$ cat src/rtl/fft_peak_pkg.sv
// Shared types and width helpers for the FFT band peak picker.
package fft_peak_pkg;

    typedef enum logic [2:0] {
        IDLE     = 3'd0,
        SWEEP    = 3'd1,
        DRAIN    = 3'd2,
        EMIT     = 3'd3,
        FIN      = 3'd4,
        WAIT_CLR = 3'd5
    } state_t;

    localparam int BFP_EXP_W = 8;

    function automatic int mag_w(input int dw);
        return dw + 1;
    endfunction

    // A single band still needs a one-bit index signal.
    function automatic int band_w(input int nb);
        return (nb > 1) ? $clog2(nb) : 1;
    endfunction

endpackage

$ cat src/rtl/fft_mag_abs_sum.sv
// Combinational |re| + |im| magnitude; the most negative input maps to 2^(DW-1) exactly.
module fft_mag_abs_sum
    import fft_peak_pkg::*;
#(
    parameter int DW = 16
) (
    input  logic signed [DW-1:0] i_re,
    input  logic signed [DW-1:0] i_im,
    output logic [DW:0]          o_mag
);

    localparam int MW = mag_w(DW);

    logic [MW-1:0] w_re_ext;
    logic [MW-1:0] w_im_ext;
    logic [MW-1:0] w_re_abs;
    logic [MW-1:0] w_im_abs;

    // One guard bit keeps the negation of the most negative value exact.
    assign w_re_ext = {i_re[DW-1], i_re};
    assign w_im_ext = {i_im[DW-1], i_im};
    assign w_re_abs = i_re[DW-1] ? (~w_re_ext + MW'(1)) : w_re_ext;
    assign w_im_abs = i_im[DW-1] ? (~w_im_ext + MW'(1)) : w_im_ext;
    assign o_mag    = w_re_abs + w_im_abs;

endmodule

$ cat src/rtl/fft_band_peak_picker.sv
// Sweeps the positive half of an FFT result, keeps the strongest bin per octave band and
// streams one peak record per band. Optional macro FFT_PEAK_THRESHOLD_EN adds pk_thresh.
module fft_band_peak_picker
    import fft_peak_pkg::*;
#(
    parameter int FFT_LENGTH     = 1024,
    parameter int FFT_DW         = 16,
    parameter int BAND_BASE_LOG2 = 3,
    parameter int FFT_N          = $clog2(FFT_LENGTH),
    parameter int NUM_BANDS      = FFT_N - 1 - BAND_BASE_LOG2
) (
    input  logic                          clk,
    input  logic                          reset,
    input  logic                          fft_done,
    input  logic [BFP_EXP_W-1:0]          fft_bfpexp,
    output logic                          fin,
    output logic                          dmaact,
    output logic [FFT_N-1:0]              dmaa,
    input  logic signed [FFT_DW-1:0]      dmadr_real,
    input  logic signed [FFT_DW-1:0]      dmadr_imag,
    output logic                          pk_valid,
    input  logic                          pk_ready,
    output logic [band_w(NUM_BANDS)-1:0]  pk_band,
    output logic [FFT_N-2:0]              pk_bin,
    output logic [FFT_DW:0]               pk_mag,
    output logic [BFP_EXP_W-1:0]          pk_exp,
    output logic                          pk_last
`ifdef FFT_PEAK_THRESHOLD_EN
    ,
    input  logic [FFT_DW:0]               pk_thresh
`endif
);

    localparam int MW   = mag_w(FFT_DW);
    localparam int BW   = band_w(NUM_BANDS);
    localparam int BINW = FFT_N - 1;
    localparam logic [FFT_N-1:0] FIRST_BIN = FFT_N'(1) << BAND_BASE_LOG2;
    localparam logic [FFT_N-1:0] LAST_BIN  = FFT_N'(FFT_LENGTH / 2 - 1);

    state_t                 r_state;
    logic                   r_fin;
    logic                   r_dmaact;
    logic [FFT_N-1:0]       r_dmaa;
    logic [BW-1:0]          r_cur_band;
    logic                   r_rd_valid;
    logic [BINW-1:0]        r_rd_bin;
    logic [BW-1:0]          r_rd_band;
    logic [BFP_EXP_W-1:0]   r_exp;
    logic [NUM_BANDS-1:0]   r_pass;
    logic                   r_pk_valid;
    logic                   r_pk_last;
    logic [BW-1:0]          r_pk_band;
    logic [BINW-1:0]        r_pk_bin;
    logic [MW-1:0]          r_pk_mag;

    logic [MW-1:0]          r_best_mag [NUM_BANDS];
    logic [BINW-1:0]        r_best_bin [NUM_BANDS];
    logic [MW-1:0]          w_best_mag_nxt [NUM_BANDS];
    logic [BINW-1:0]        w_best_bin_nxt [NUM_BANDS];

    logic [MW-1:0]          w_mag;
    logic                   w_band_wrap;
    logic [NUM_BANDS-1:0]   w_pass_now;
    logic [NUM_BANDS-1:0]   w_pass_use;
    logic [BW:0]            w_start;
    logic                   w_found;
    logic                   w_more;
    logic [BW-1:0]          w_sel;

    fft_mag_abs_sum #(
        .DW    (FFT_DW)
    ) u_mag (
        .i_re  (dmadr_real),
        .i_im  (dmadr_imag),
        .o_mag (w_mag)
    );

    // Address ending in all ones means the next address starts a new octave.
    assign w_band_wrap = ((r_dmaa & (r_dmaa + FFT_N'(1))) == '0);

    // Candidate band bests including the word returning this cycle; strict > keeps the lowest bin on ties.
    always_comb begin
        for (int k = 0; k < NUM_BANDS; k++) begin
            w_best_mag_nxt[k] = (r_rd_valid && (r_rd_band == BW'(k)) && (w_mag > r_best_mag[k]))
                                ? w_mag : r_best_mag[k];
            w_best_bin_nxt[k] = (r_rd_valid && (r_rd_band == BW'(k)) && (w_mag > r_best_mag[k]))
                                ? r_rd_bin : r_best_bin[k];
        end
    end

`ifdef FFT_PEAK_THRESHOLD_EN
    // Per-band pass flags against the threshold, latched during DRAIN.
    always_comb begin
        w_pass_now = '0;
        for (int k = 0; k < NUM_BANDS; k++) begin
            w_pass_now[k] = (w_best_mag_nxt[k] >= pk_thresh);
        end
    end
`else
    assign w_pass_now = '1;
`endif

    assign w_pass_use = (r_state == DRAIN) ? w_pass_now : r_pass;
    assign w_start    = (r_state == DRAIN) ? '0 : ({1'b0, r_pk_band} + (BW + 1)'(1));

    // Lowest passing band at or after w_start, and whether another passing band follows it.
    always_comb begin
        w_found = 1'b0;
        w_more  = 1'b0;
        w_sel   = '0;
        for (int k = 0; k < NUM_BANDS; k++) begin
            w_more  = w_more | (w_found & w_pass_use[k] & (k >= int'(w_start)));
            w_sel   = (!w_found && w_pass_use[k] && (k >= int'(w_start))) ? BW'(k) : w_sel;
            w_found = w_found | (w_pass_use[k] & (k >= int'(w_start)));
        end
    end

    // Band-best registers: cleared to (0, first bin) as a sweep starts, otherwise take the candidate.
    always_ff @(posedge clk) begin
        for (int k = 0; k < NUM_BANDS; k++) begin
            if (!reset || (r_state == IDLE && fft_done)) begin
                r_best_mag[k] <= '0;
                r_best_bin[k] <= BINW'(1) << (BAND_BASE_LOG2 + k);
            end else begin
                r_best_mag[k] <= w_best_mag_nxt[k];
                r_best_bin[k] <= w_best_bin_nxt[k];
            end
        end
    end

    // Frame sequencer, DMA address generation and the registered peak stream.
    always_ff @(posedge clk) begin
        if (!reset) begin
            r_state    <= IDLE;
            r_fin      <= 1'b0;
            r_dmaact   <= 1'b0;
            r_dmaa     <= '0;
            r_cur_band <= '0;
            r_rd_valid <= 1'b0;
            r_rd_bin   <= '0;
            r_rd_band  <= '0;
            r_exp      <= '0;
            r_pass     <= '0;
            r_pk_valid <= 1'b0;
            r_pk_last  <= 1'b0;
            r_pk_band  <= '0;
            r_pk_bin   <= '0;
            r_pk_mag   <= '0;
        end else begin
            r_rd_valid <= r_dmaact;
            r_rd_bin   <= r_dmaa[BINW-1:0];
            r_rd_band  <= r_cur_band;
            r_fin      <= 1'b0;
            case (r_state)
                IDLE: begin
                    if (fft_done) begin
                        r_state    <= SWEEP;
                        r_exp      <= fft_bfpexp;
                        r_dmaact   <= 1'b1;
                        r_dmaa     <= FIRST_BIN;
                        r_cur_band <= '0;
                    end
                end
                SWEEP: begin
                    if (r_dmaa == LAST_BIN) begin
                        r_state  <= DRAIN;
                        r_dmaact <= 1'b0;
                        r_dmaa   <= '0;
                    end else begin
                        r_dmaa <= r_dmaa + FFT_N'(1);
                        if (w_band_wrap) begin
                            r_cur_band <= r_cur_band + BW'(1);
                        end
                    end
                end
                DRAIN: begin
                    r_state    <= EMIT;
                    r_pass     <= w_pass_now;
                    r_pk_valid <= w_found;
                    if (w_found) begin
                        r_pk_band <= w_sel;
                        r_pk_bin  <= w_best_bin_nxt[w_sel];
                        r_pk_mag  <= w_best_mag_nxt[w_sel];
                        r_pk_last <= !w_more;
                    end
                end
                EMIT: begin
                    if (!r_pk_valid) begin
                        r_state <= FIN;
                        r_fin   <= 1'b1;
                    end else if (pk_ready) begin
                        if (r_pk_last) begin
                            r_state    <= FIN;
                            r_fin      <= 1'b1;
                            r_pk_valid <= 1'b0;
                            r_pk_last  <= 1'b0;
                        end else begin
                            r_pk_valid <= w_found;
                            if (w_found) begin
                                r_pk_band <= w_sel;
                                r_pk_bin  <= w_best_bin_nxt[w_sel];
                                r_pk_mag  <= w_best_mag_nxt[w_sel];
                                r_pk_last <= !w_more;
                            end
                        end
                    end
                end
                FIN: begin
                    r_state <= WAIT_CLR;
                end
                WAIT_CLR: begin
                    if (!fft_done) begin
                        r_state <= IDLE;
                    end
                end
                default: begin
                    r_state <= IDLE;
                end
            endcase
        end
    end

    assign fin      = r_fin;
    assign dmaact   = r_dmaact;
    assign dmaa     = r_dmaa;
    assign pk_valid = r_pk_valid;
    assign pk_band  = r_pk_band;
    assign pk_bin   = r_pk_bin;
    assign pk_mag   = r_pk_mag;
    assign pk_exp   = r_exp;
    assign pk_last  = r_pk_last;

endmodule

$ cat config.mk
export PLATFORM = sky130hd
export DESIGN_NAME = fft_band_peak_picker
export DESIGN_NICKNAME = d
export VERILOG_FILES = /design/src/rtl/fft_peak_pkg.sv /design/src/rtl/fft_mag_abs_sum.sv /design/src/rtl/fft_band_peak_picker.sv
export SDC_FILE = /design/constraint.sdc
export NUM_CORES = 1
export LEC_CHECK = 0
export ABC_AREA = 1
export CAP_MARGIN = 5
export CORE_ASPECT_RATIO = 0.9
export CORE_MARGIN = 5
export CORE_UTILIZATION = 35
export CTS_BUF_LIST = sky130_fd_sc_hd__clkbuf_16
export DETAILED_ROUTE_END_ITERATION = 10
export SYNTH_ARGS = -nofsm -noshare
export SYNTH_HDL_FRONTEND = slang
export SYNTH_HIERARCHICAL = 1
export SYNTH_SLANG_ARGS = --single-unit
$ cat constraint.sdc
create_clock -name clk -period 10.54 [get_ports clk]
set_input_delay 1.054 -clock clk [delete_from_list [all_inputs] [get_ports clk]]
set_output_delay 1.054 -clock clk [all_outputs]
set_load 0.01 [all_outputs]
==> flow_summary.json <==
{
  "n_fill_cell": 4709,
  "synth_top_family_by_area": "simple AND/OR/NAND/NOR gates",
  "ant_nets": 0,
  "routed_wl_um": 50200,
  "yosysTopAreaCell": "dfxtp_1",
  "hold_buffers": 0,
  "dieArea_um2": 48300,
  "status": "finished, final reports clean",
  "min_period_over_period_pct": 64.5,
  "power_mw": 3.07,
  "grt_pass1_vias": 14900,
  "syn_area_per_cell_um2": 6.32,
  "power_density_nw_per_um2": 174,
  "cts.sinks": 232,
  "htree_levels": 1,
  "synth_edf_count": 0,
  "whs_ps": 448,
  "clkTransAtPathRegs_ps": 60,
  "relSlewSlack_pct": 22.0,
  "layout_common_cells": "821 x nand2_1, 323 x inv_1, 319 x nand3_1, 232 x dfxtp_1, 188 x a21oi_1",
  "final_core_util_pct": 40.3,
  "synth-seq-cells": 232,
  "syn_area_um2": 15400,
  "via_per_inst": 5.08,
  "crit_path_end_kind": "flip-flop",
  "drive_above_1_share_pct": 5.27,
  "diodes": 0,
  "muxShareOfSynthArea_pct": 0,
  "synthTopCellsByArea": "dfxtp_1 30%, nand2_1 20%, ha_1 11%, nand3_1 10%, inv_1 7.8%",
  "initial_core_util_pct": 35.1,
  "cts-root-buf": "clkbuf_16",
  "first_pass_iters": 6,
  "clock.fmax_mhz": 147,
  "final_common_cell": "nand2_1",
  "drc": 0,
  "critPathSlowestCell": "nand2_1",
  "cts_buffer_depth": 3,
  "port_buffers": 94,
  "finalSetupViolCount": 0,
  "worstMarginPinSlew_ps": 1170,
  "grt_usage_pct": 20.3,
  "cp-start-kind": "input port",
  "crit_top_cell": "nand2_1",
  "insertion_delay_ps": 570,
  "yosys.area_share.simple_pct": 36.5,
  "worstPathArrival_ps": 7240,
  "syn-num-nets": 2613,
  "power.leakage_nw": 8.45,
  "grt_pass1_wl_um": 80400,
  "finalNetCount": 2669,
  "cp_data_required_time_ps": 10980,
  "max_stage_delay_ps": 960,
  "wire_per_inst_um": 16.4,
  "peakVddDrop_mv": 0.110,
  "grt-ovfl-total": 0,
  "criticalPathCategory": "input port to flip-flop",
  "rsz0062_at_grt": "no",
  "yosysWarnings": 6,
  "grt_max_degree": 79,
  "drt-initial-drc-count": 1118,
  "vias": 15600,
  "path_max_fanout": 27,
  "fin_crit_ps": 6800,
  "die_y_um": 209,
  "core_area_um2": 43800,
  "netlist.area_leader.share_pct": 30.1,
  "async_flop_share_pct": 0,
  "die_x_um": 231,
  "skew_ps": 19.1,
  "yosys.area_share.xor_xnor_pct": 1.53,
  "cts_tree": "yes",
  "placed_area_um2": 16800,
  "slew_violations": 0,
  "hold_viol_final": 0,
  "synth-main-ff-cell": "dfxtp_1",
  "dp_hpwl_um": 34200,
  "fin_tns_setup_ps": 0,
  "max_cap_viol_count": 0,
  "holdCritPathClass": "flip-flop to flip-flop",
  "cts_resized": 0,
  "cp_cell_sequence": "clkdlybuf4s50_1 > o21ai_0 > inv_1 > fa_1 > inv_1 > nand3_1 > nand3_1 > nand3_1 > nand4_1 > nand2_1 > ha_1 > nand2_1 > nor4_1 > nand2_1 > nand2_1 > nand2_1 > nand2_1 > nand2_1 > nand2_1 > nand3_1 > nand3_1 > a21oi_1",
  "antenna_found_initial": 0,
  "synth_compound_area_share_pct": 9.56,
  "io_pins": 95,
  "cts_made_buffers": 27,
  "area_delta_synth_final_pct": 14.6,
  "syn_inst": 2436,
  "routabilityCongestion": 0.877,
  "fin_area_um2": 17700,
  "synth_adder_area_share_pct": 10.8,
  "synth.distinct_cells": 44,
  "ys_seq_area_share_pct": 30.1,
  "cts_setup_buffers": 0,
  "fp-row-count": 73
}
report_power, final:
group          internal (mW)  total, mW  leakage (nW)  switching [mW]
combinational          0.371       1.22          6.15           0.848
sequential             0.897      0.914          1.87          0.0171
clock                  0.539      0.940         0.428           0.402
path summary, 6_finish.rpt:
kind              slack (ps)  cells after the start                         from                 endpoint
hold / removal           450                      2   r_cur_band[2]$_SDFFE_PN0P_  r_rd_band[2]$_SDFF_PN0_
setup / recovery        3740                     22               dmadr_imag[15]   pk_bin[7]$_SDFFE_PN0P_
setup reg to reg        6460                     15  r_best_mag[0][8]$_SDFF_PP0_   pk_bin[7]$_SDFFE_PN0P_
hold reg to reg          450                      2   r_cur_band[2]$_SDFFE_PN0P_  r_rd_band[2]$_SDFF_PN0_
cell usage after synthesis, types with 4 or more instances:
cell type  instances
a211oi_1           4
a21o_1             6
a21oi_1          188
buf_2             44
buf_6              8
clkbuf_1          34
dfxtp_1          232
ha_1             132
inv_1            320
inv_2             20
nand2_1          822
nand2_2           18
nand3_1          319
nand4_1           14
nor2_1           128
nor2_2             8
nor3_1            11
o21ai_0           47
o21ai_1            4
o32ai_1            8
xor2_1            24
area by class of cell:
cell class                 count  area (um^2)  area share [%]
inverter                     342         1280            7.28
sequential                   232         4640            26.3
tap                          562          703            3.98
clock inverter                17          176           0.999
clock buffer                  27          676            3.83
timing repair buffer         121         1140            6.45
multi-input combinational   1768         9030            51.2
registers in the layout, summed over array words and instances (netlist names):
name        count
r_best_bin     54
pk_last         1
r_rd_band       3
dmaact          1
r_rd_bin        9
r_cur_band      3
pk_valid        1
pk_band         3
r_state         3
dmaa           10
r_rd_valid      1
pk_mag         17
r_pass          6
pk_exp          8
fin             1
r_best_mag    102
pk_bin          9
per-stage QoR:
step / cells / setup WS, ps
6_report: 3069 / 3740
3_5_place_dp: 3025 / 3250
5_1_grt: 3069 / 3150
4_1_cts: 3069 / 3810
2_1_floorplan: 2436 / 5830
3_3_place_gp: 3025 / 3370
cells by family (layout without fill, tap and decap cells):
family | Yosys count | count (layout)
adder cells (fa/ha/maj) | 133 | 133
XOR/XNOR | 27 | 27
buffers and inverters | 436 | 507
AO/OA/AOI/OAI | 271 | 271
flip-flops | 232 | 232
AND/OR/NAND/NOR | 1337 | 1337
critical path, delay by kind of cell:
kind / cells / cell delay, ps
simple gates: 15 / 3760
fa+ha+maj: 2 / 940
buf+inv: 3 / 910
compound gates: 2 / 550
per-layer routing:
layer | track usage [%] | vias up | part of all wire, %
li1 | - | 7888 | -
met1 | 28.2 | 7152 | 46
met2 | 33.5 | 459 | 45
met3 | 2.36 | 78 | 6.0
met4 | 5.76 | 0 | 2.8
met5 | 0 | - | 0
(Power assumes the default switching activity.)
